==> src/rtl/aes_key_word_loader_if.sv <==
`default_nettype none
// ============================================================================
// aes_key_word_loader_if : key-word input stream plus demux write bus
// Rev 1.0
// ============================================================================
interface aes_key_word_loader_if #(
    parameter int WORD_W     = 32,
    parameter int NSLOT_LOG2 = 3
);
    logic                  in_valid;
    logic                  in_ready;
    logic [WORD_W-1:0]     in_word;
    logic                  wr_en;
    logic [NSLOT_LOG2-1:0] wr_sel;
    logic [WORD_W-1:0]     wr_word;

    // master = key source / demux side, slave = the loader
    modport master (
        output in_valid,
        output in_word,
        input  in_ready,
        input  wr_en,
        input  wr_sel,
        input  wr_word
    );

    modport slave (
        input  in_valid,
        input  in_word,
        output in_ready,
        output wr_en,
        output wr_sel,
        output wr_word
    );
endinterface
`default_nettype wire

==> src/rtl/aes_key_word_loader.sv <==
`default_nettype none
// ============================================================================
// aes_key_word_loader : sequences 4/6/8 AES key words into an 8-slot demux.
// Optional AES_KEY_LOADER_BSWAP_EN byte-reverses each word before the write.
// Rev 1.0
// ============================================================================
module aes_key_word_loader #(
    parameter int WORD_W     = 32,
    parameter int NSLOT_LOG2 = 3
) (
    input  logic                        clk,
    input  logic                        rst,
    input  logic                        start_i,
    input  logic [1:0]                  key_len_i,
    aes_key_word_loader_if.slave        bus,
    output logic                        busy_o,
    output logic                        done_o,
    output logic                        err_o
);

    localparam int         c_CNT_W        = NSLOT_LOG2 + 1;
    localparam logic [1:0] c_KEYLEN_128   = 2'b00;
    localparam logic [1:0] c_KEYLEN_192   = 2'b01;
    localparam logic [1:0] c_KEYLEN_256   = 2'b10;

    typedef enum logic [1:0] {
        S_IDLE = 2'd0,
        S_LOAD = 2'd1,
        S_DONE = 2'd2
    } state_t;

    state_t                 state_q, state_d;
    logic [NSLOT_LOG2-1:0]  count_q, count_d;
    logic [c_CNT_W-1:0]     nwords_q, nwords_d;
    logic                   wr_en_q, wr_en_d;
    logic [NSLOT_LOG2-1:0]  wr_sel_q, wr_sel_d;
    logic [WORD_W-1:0]      wr_word_q, wr_word_d;
    logic                   busy_q, busy_d;
    logic                   done_q, done_d;
    logic                   err_q, err_d;

    logic                   w_xfer;
    logic                   w_last;
    logic                   w_len_rsvd;
    logic [c_CNT_W-1:0]     w_nwords_dec;
    logic [WORD_W-1:0]      w_word_fmt;

`ifdef AES_KEY_LOADER_BSWAP_EN
    localparam int c_NBYTES = WORD_W / 8;
    for (genvar gi = 0; gi < c_NBYTES; gi++) begin : g_bswap
        assign w_word_fmt[8*gi +: 8] = bus.in_word[WORD_W-8-8*gi +: 8];
    end
`else
    assign w_word_fmt = bus.in_word;
`endif

    // in_ready depends on state only, so no in_valid -> in_ready path exists
    assign bus.in_ready = (state_q == S_LOAD);
    assign w_xfer       = bus.in_valid && bus.in_ready;
    assign w_last       = ({1'b0, count_q} == (nwords_q - 1'b1));

    always_comb begin
        w_len_rsvd   = 1'b0;
        w_nwords_dec = '0;
        case (key_len_i)
            c_KEYLEN_128: w_nwords_dec = c_CNT_W'(4);
            c_KEYLEN_192: w_nwords_dec = c_CNT_W'(6);
            c_KEYLEN_256: w_nwords_dec = c_CNT_W'(8);
            default:      w_len_rsvd   = 1'b1;
        endcase
    end

    always_comb begin
        state_d   = state_q;
        count_d   = count_q;
        nwords_d  = nwords_q;
        wr_en_d   = 1'b0;
        wr_sel_d  = wr_sel_q;
        wr_word_d = wr_word_q;
        busy_d    = busy_q;
        done_d    = 1'b0;
        err_d     = 1'b0;

        case (state_q)
            S_IDLE: begin
                if (start_i) begin
                    if (w_len_rsvd) begin
                        err_d = 1'b1;
                    end else begin
                        nwords_d = w_nwords_dec;
                        count_d  = '0;
                        busy_d   = 1'b1;
                        state_d  = S_LOAD;
                    end
                end
            end
            S_LOAD: begin
                if (w_xfer) begin
                    wr_en_d   = 1'b1;
                    wr_sel_d  = count_q;
                    wr_word_d = w_word_fmt;
                    if (w_last) begin
                        count_d = '0;
                        state_d = S_DONE;
                    end else begin
                        count_d = count_q + 1'b1;
                    end
                end
            end
            S_DONE: begin
                done_d  = 1'b1;
                busy_d  = 1'b0;
                state_d = S_IDLE;
            end
            default: begin
                busy_d  = 1'b0;
                state_d = S_IDLE;
            end
        endcase
    end

    always_ff @(posedge clk or posedge rst) begin
        if (rst) begin
            state_q   <= S_IDLE;
            count_q   <= '0;
            nwords_q  <= '0;
            wr_en_q   <= 1'b0;
            wr_sel_q  <= '0;
            wr_word_q <= '0;
            busy_q    <= 1'b0;
            done_q    <= 1'b0;
            err_q     <= 1'b0;
        end else begin
            state_q   <= state_d;
            count_q   <= count_d;
            nwords_q  <= nwords_d;
            wr_en_q   <= wr_en_d;
            wr_sel_q  <= wr_sel_d;
            wr_word_q <= wr_word_d;
            busy_q    <= busy_d;
            done_q    <= done_d;
            err_q     <= err_d;
        end
    end

    assign bus.wr_en   = wr_en_q;
    assign bus.wr_sel  = wr_sel_q;
    assign bus.wr_word = wr_word_q;
    assign busy_o      = busy_q;
    assign done_o      = done_q;
    assign err_o       = err_q;

endmodule
`default_nettype wire

==> src/flat_wrapper.sv <==
// flat-port wrapper written by rule: the top's interface ports become plain ports
module aes_key_word_loader_flat 
#(
    parameter int WORD_W     = 32,
    parameter int NSLOT_LOG2 = 3
)
  (clk, rst, start_i, key_len_i, busy_o, done_o, err_o, bus_in_valid, bus_in_word, bus_in_ready, bus_wr_en, bus_wr_sel, bus_wr_word);
  aes_key_word_loader_if #(.WORD_W(WORD_W), .NSLOT_LOG2(NSLOT_LOG2)) bus_i ();
  input  logic clk;
  input  logic rst;
  input  logic start_i;
  input  logic [1:0] key_len_i;
  output logic busy_o;
  output logic done_o;
  output logic err_o;
  input wire logic [$bits(bus_i.in_valid)-1:0] bus_in_valid;
  input wire logic [$bits(bus_i.in_word)-1:0] bus_in_word;
  output wire logic [$bits(bus_i.in_ready)-1:0] bus_in_ready;
  output wire logic [$bits(bus_i.wr_en)-1:0] bus_wr_en;
  output wire logic [$bits(bus_i.wr_sel)-1:0] bus_wr_sel;
  output wire logic [$bits(bus_i.wr_word)-1:0] bus_wr_word;
  assign bus_i.in_valid = bus_in_valid;
  assign bus_i.in_word = bus_in_word;
  assign bus_in_ready = bus_i.in_ready;
  assign bus_wr_en = bus_i.wr_en;
  assign bus_wr_sel = bus_i.wr_sel;
  assign bus_wr_word = bus_i.wr_word;
  aes_key_word_loader #(.WORD_W(WORD_W), .NSLOT_LOG2(NSLOT_LOG2)) u_core (.clk(clk), .rst(rst), .start_i(start_i), .key_len_i(key_len_i), .bus(bus_i), .busy_o(busy_o), .done_o(done_o), .err_o(err_o));
endmodule
==> config.mk <==
export PLATFORM = sky130hd
export DESIGN_NAME = aes_key_word_loader_flat
export DESIGN_NICKNAME = d
export VERILOG_FILES = /design/src/rtl/aes_key_word_loader_if.sv /design/src/rtl/aes_key_word_loader.sv /design/src/flat_wrapper.sv
export SDC_FILE = /design/constraint.sdc
export NUM_CORES = 1
export LEC_CHECK = 0
export CORE_MARGIN = 2
export CORE_UTILIZATION = 39
export CTS_CLUSTER_DIAMETER = 200
export DETAILED_ROUTE_END_ITERATION = 8
export HOLD_SLACK_MARGIN = 0.08
export PLACE_DENSITY = 0.78
export REMOVE_ABC_BUFFERS = 1
export SYNTH_ARGS = -nofsm -noshare
export SYNTH_HDL_FRONTEND = slang
export SYNTH_SLANG_ARGS = --single-unit
==> constraint.sdc <==
create_clock -name clk -period 1.4 [get_ports clk]
set_input_delay 0.28 -clock clk [delete_from_list [all_inputs] [get_ports clk]]
set_output_delay 0.28 -clock clk [all_outputs]
set_load 0.01 [all_outputs]
==> impl_results.md <==
- Outcome: finished, violations left
- Violations in the final reports: setup timing
- Die Ht: around 76 µm
- TritonCTS clock tree: built
- Rel. slew slack: 75.9%
- Final non-filler cell total: ~300
- Yosys Warn Count: 0
- HP Class: in -> async
- Vias in the first global route: roughly 1.3k
- Grt met2 use: 24.4%
- Share of cells above drive strength 1: between 30% and 40%
- GR Util met1: 18.9%
- Fmax achieved: between 700 and 800 MHz
- Final Cycle Share: 101%
- MaxCap Viol Count: 0
- Initial Util: between 30% and 40%
- Slew @ Worst Pin: about 0.36 ns
- Lkg Pwr: approximately 0.0015 µW
- R2R depth: 6
- Setup-failing EPs final: 1
- WP data required: about 1.6 ns
- Antenna violations before repair: 0
- Clk_lat worst skew: 0.30 ns
- Final instance area: approximately 0.0030 mm²
- Max FO, Critical Path: 2
- #FFs+latches synth: 47
- Clk slew on worst S/H paths: ~0.090 ns
- Largest net degree at the start of global routing: 47
- Layout area overhead: 51.1%
- Hold Violations, Final: 0
- Post-Syn Area: roughly 0.0020 mm²
- Root buf cell: clkbuf_8
- Synth cell types: 26
- Post-layout net count: approximately 270
- DP Area: about 0.0030 mm²
- Fillers: ~420
- RSZ-0062 raised after global routing: true
- Core Area: ~0.005 mm²
- Most Crowded Layer GR: met2
- Worst Path Class, Setup: reg -> reg
- Commonest cells after routing, fill and taps aside: dfrtp_1 (47), dlygate4sd2_1 (39), clkdlybuf4s50_1 (37)
- Area of the multi-input gates: a little under 800 µm²
- CP startpoint kind: register
- Critical path arrival: ~1.6 ns
- First-pass GRT wire length: between 6 and 7 mm
- Layout Skew: approximately 0.011 ns
- Hold_buf cts: 0
- Num ports: 78
- Syn Area/Cell: approximately 15 µm²
- CTS Sinks: 47
- CP endpoint kind: register
- Via/cell ratio: 4.46
- Sequential Area: 0.00118 mm²
- Post-route antenna net violation count: 0
- Drt total wl: between 4 and 5 mm
- Placer Congestion: between 0.8 and 0.9
- CTS Buf Count: 5
- Number of port buffers: just under 80
- Setup_tns: -0.0155 ns
- Die area: between 0.005 and 0.006 mm²
- Syn Inst Count: around 130
- WL/cell: about 14 µm
- CTS H-tree lvls: 2
- Iter 0 DRT Violations: 27
- Post-Place Cells: around 290
- Max Transition Viols Final: 0
- PD cells: 2040 mW/mm²
- Vias: about 1.3k
- Post-DP HPWL: between 3 and 4 mm
- 1st-pass router iterations: 3
- Sequential fraction of the synthesis area: a little under 60%
- DR DRC count: 0
- DIE WIDTH: 75.9 µm
- Met3 Use GR: just over 5%
- VDD IR max: between 0.001 and 0.0015 V
- Reg2reg start: u_core.nwords_q[1]
- Commonest non-fill, non-tap cell in the layout: dfrtp_1
- Worst Setup SP: u_core.nwords_q[1]
- GRT overflow: 0
- Num rows: 26
- Clock Path Buffers: 2
- Setup ws final: -0.0155 ns
- Diode count: 0
- Tmin final: about 1.4 ns
- GRT Total Usage: 14.7%
final cells by class:
class / instances / area share, %
multi-input combinational: 70 / 25.7
clock buffer: 6 / 2.71
tap: 70 / 2.88
inverter: 10 / 1.23
clock inverter: 2 / 0.535
timing repair buffer: 91 / 28.2
sequential: 47 / 38.7
cell families (layout without fill, tap and decap cells):
logic type / after synthesis / count (layout) / share of synthesized area, %
DFF: 47 / 47 / 58.4
muxes: 35 / 35 / 25.6
and+or+nand+nor: 19 / 19 / 5.22
buffers and inverters: 14 / 109 / 4.66
AOI/OAI and AO/OA: 11 / 11 / 3.60
xor gates and xnor gates: 3 / 3 / 1.30
adders and majority gates: 2 / 2 / 1.24
routing by layer:
layer  vias up  share of wire (%)
met2        42                 51
met5         -                  0
met1       643                 42
met3         2                6.1
met4         0               0.29
li1        634                  -
registers in the layout (all words and copies together) (netlist names):
name / count
u_core.bus.wr_word: 32
u_core.bus.wr_sel: 3
u_core.done_o: 1
u_core.err_o: 1
u_core.nwords_q: 3
u_core.busy_o: 1
u_core.bus.wr_en: 1
u_core.count_q: 3
u_core.state_q: 2
report_power, final:
part	internal [µW]	total (µW)	switching [µW]
Combinational	1780	3000	1220
Sequential	1970	2340	366
Clock	403	864	461
synthesized netlist by cell type, drive strengths merged:
cell	number	area, µm²
dfrtp	47	1180
mux2	33	495
inv	10	37.5
nor2	8	32.5
nand2	6	30.0
buf	4	56.3
a21oi	3	15.0
o21ai	3	15.0
ha	2	25.0
mux2i	2	20.0
xor2	2	17.5
a2111oi	1	10.0
a221oi	1	8.76
a41oi	1	8.76
nand2b	1	13.8
nand3b	1	7.51
nand4	1	6.26
nor2b	1	6.26
o22ai	1	6.26
o2bb2ai	1	8.76
or3b	1	8.76
xnor2	1	8.76
path summary, 6_finish.rpt:
path | slack (ns) | to
max | -0.02 | u_core.count_q[2]
min | 0.15 | u_core.bus.wr_en
max reg2reg | -0.02 | u_core.count_q[2]
min reg2reg | 0.50 | u_core.bus.wr_sel[2]
max in group asynchronous | 0.83 | u_core.bus.wr_word[6]
min in group clk | 0.50 | u_core.bus.wr_sel[2]
worst max-delay path, stage by stage, from the launching register on:
cell and delay, ns:
dfrtp_1 0.37, inv_2 0.05, ha_4 0.27, xor2_2 0.17, a41oi_2 0.14, a221oi_2 0.24
o2bb2ai_1 0.08
stage by stage:
step,utilization [%],worst slack (ns),total power [µW],hold slack (ns)
after global routing,60.3,-0.113,6600,0.165
after floorplan,-,-0.101,3960,0.389
final,60.3,-0.0155,6200,0.151
after global placement,58.5,-0.136,5540,0.461
after CTS,60.2,-0.0388,6260,0.141
after detailed placement,58.5,-0.205,5630,0.468
timing repair:
action,CTS,global route
buffers inserted,1,0
pin swaps,5,1
resized for setup,48,4
setup endpoints to repair,42,5
Note: power is estimated with default switching activity, not from simulation.
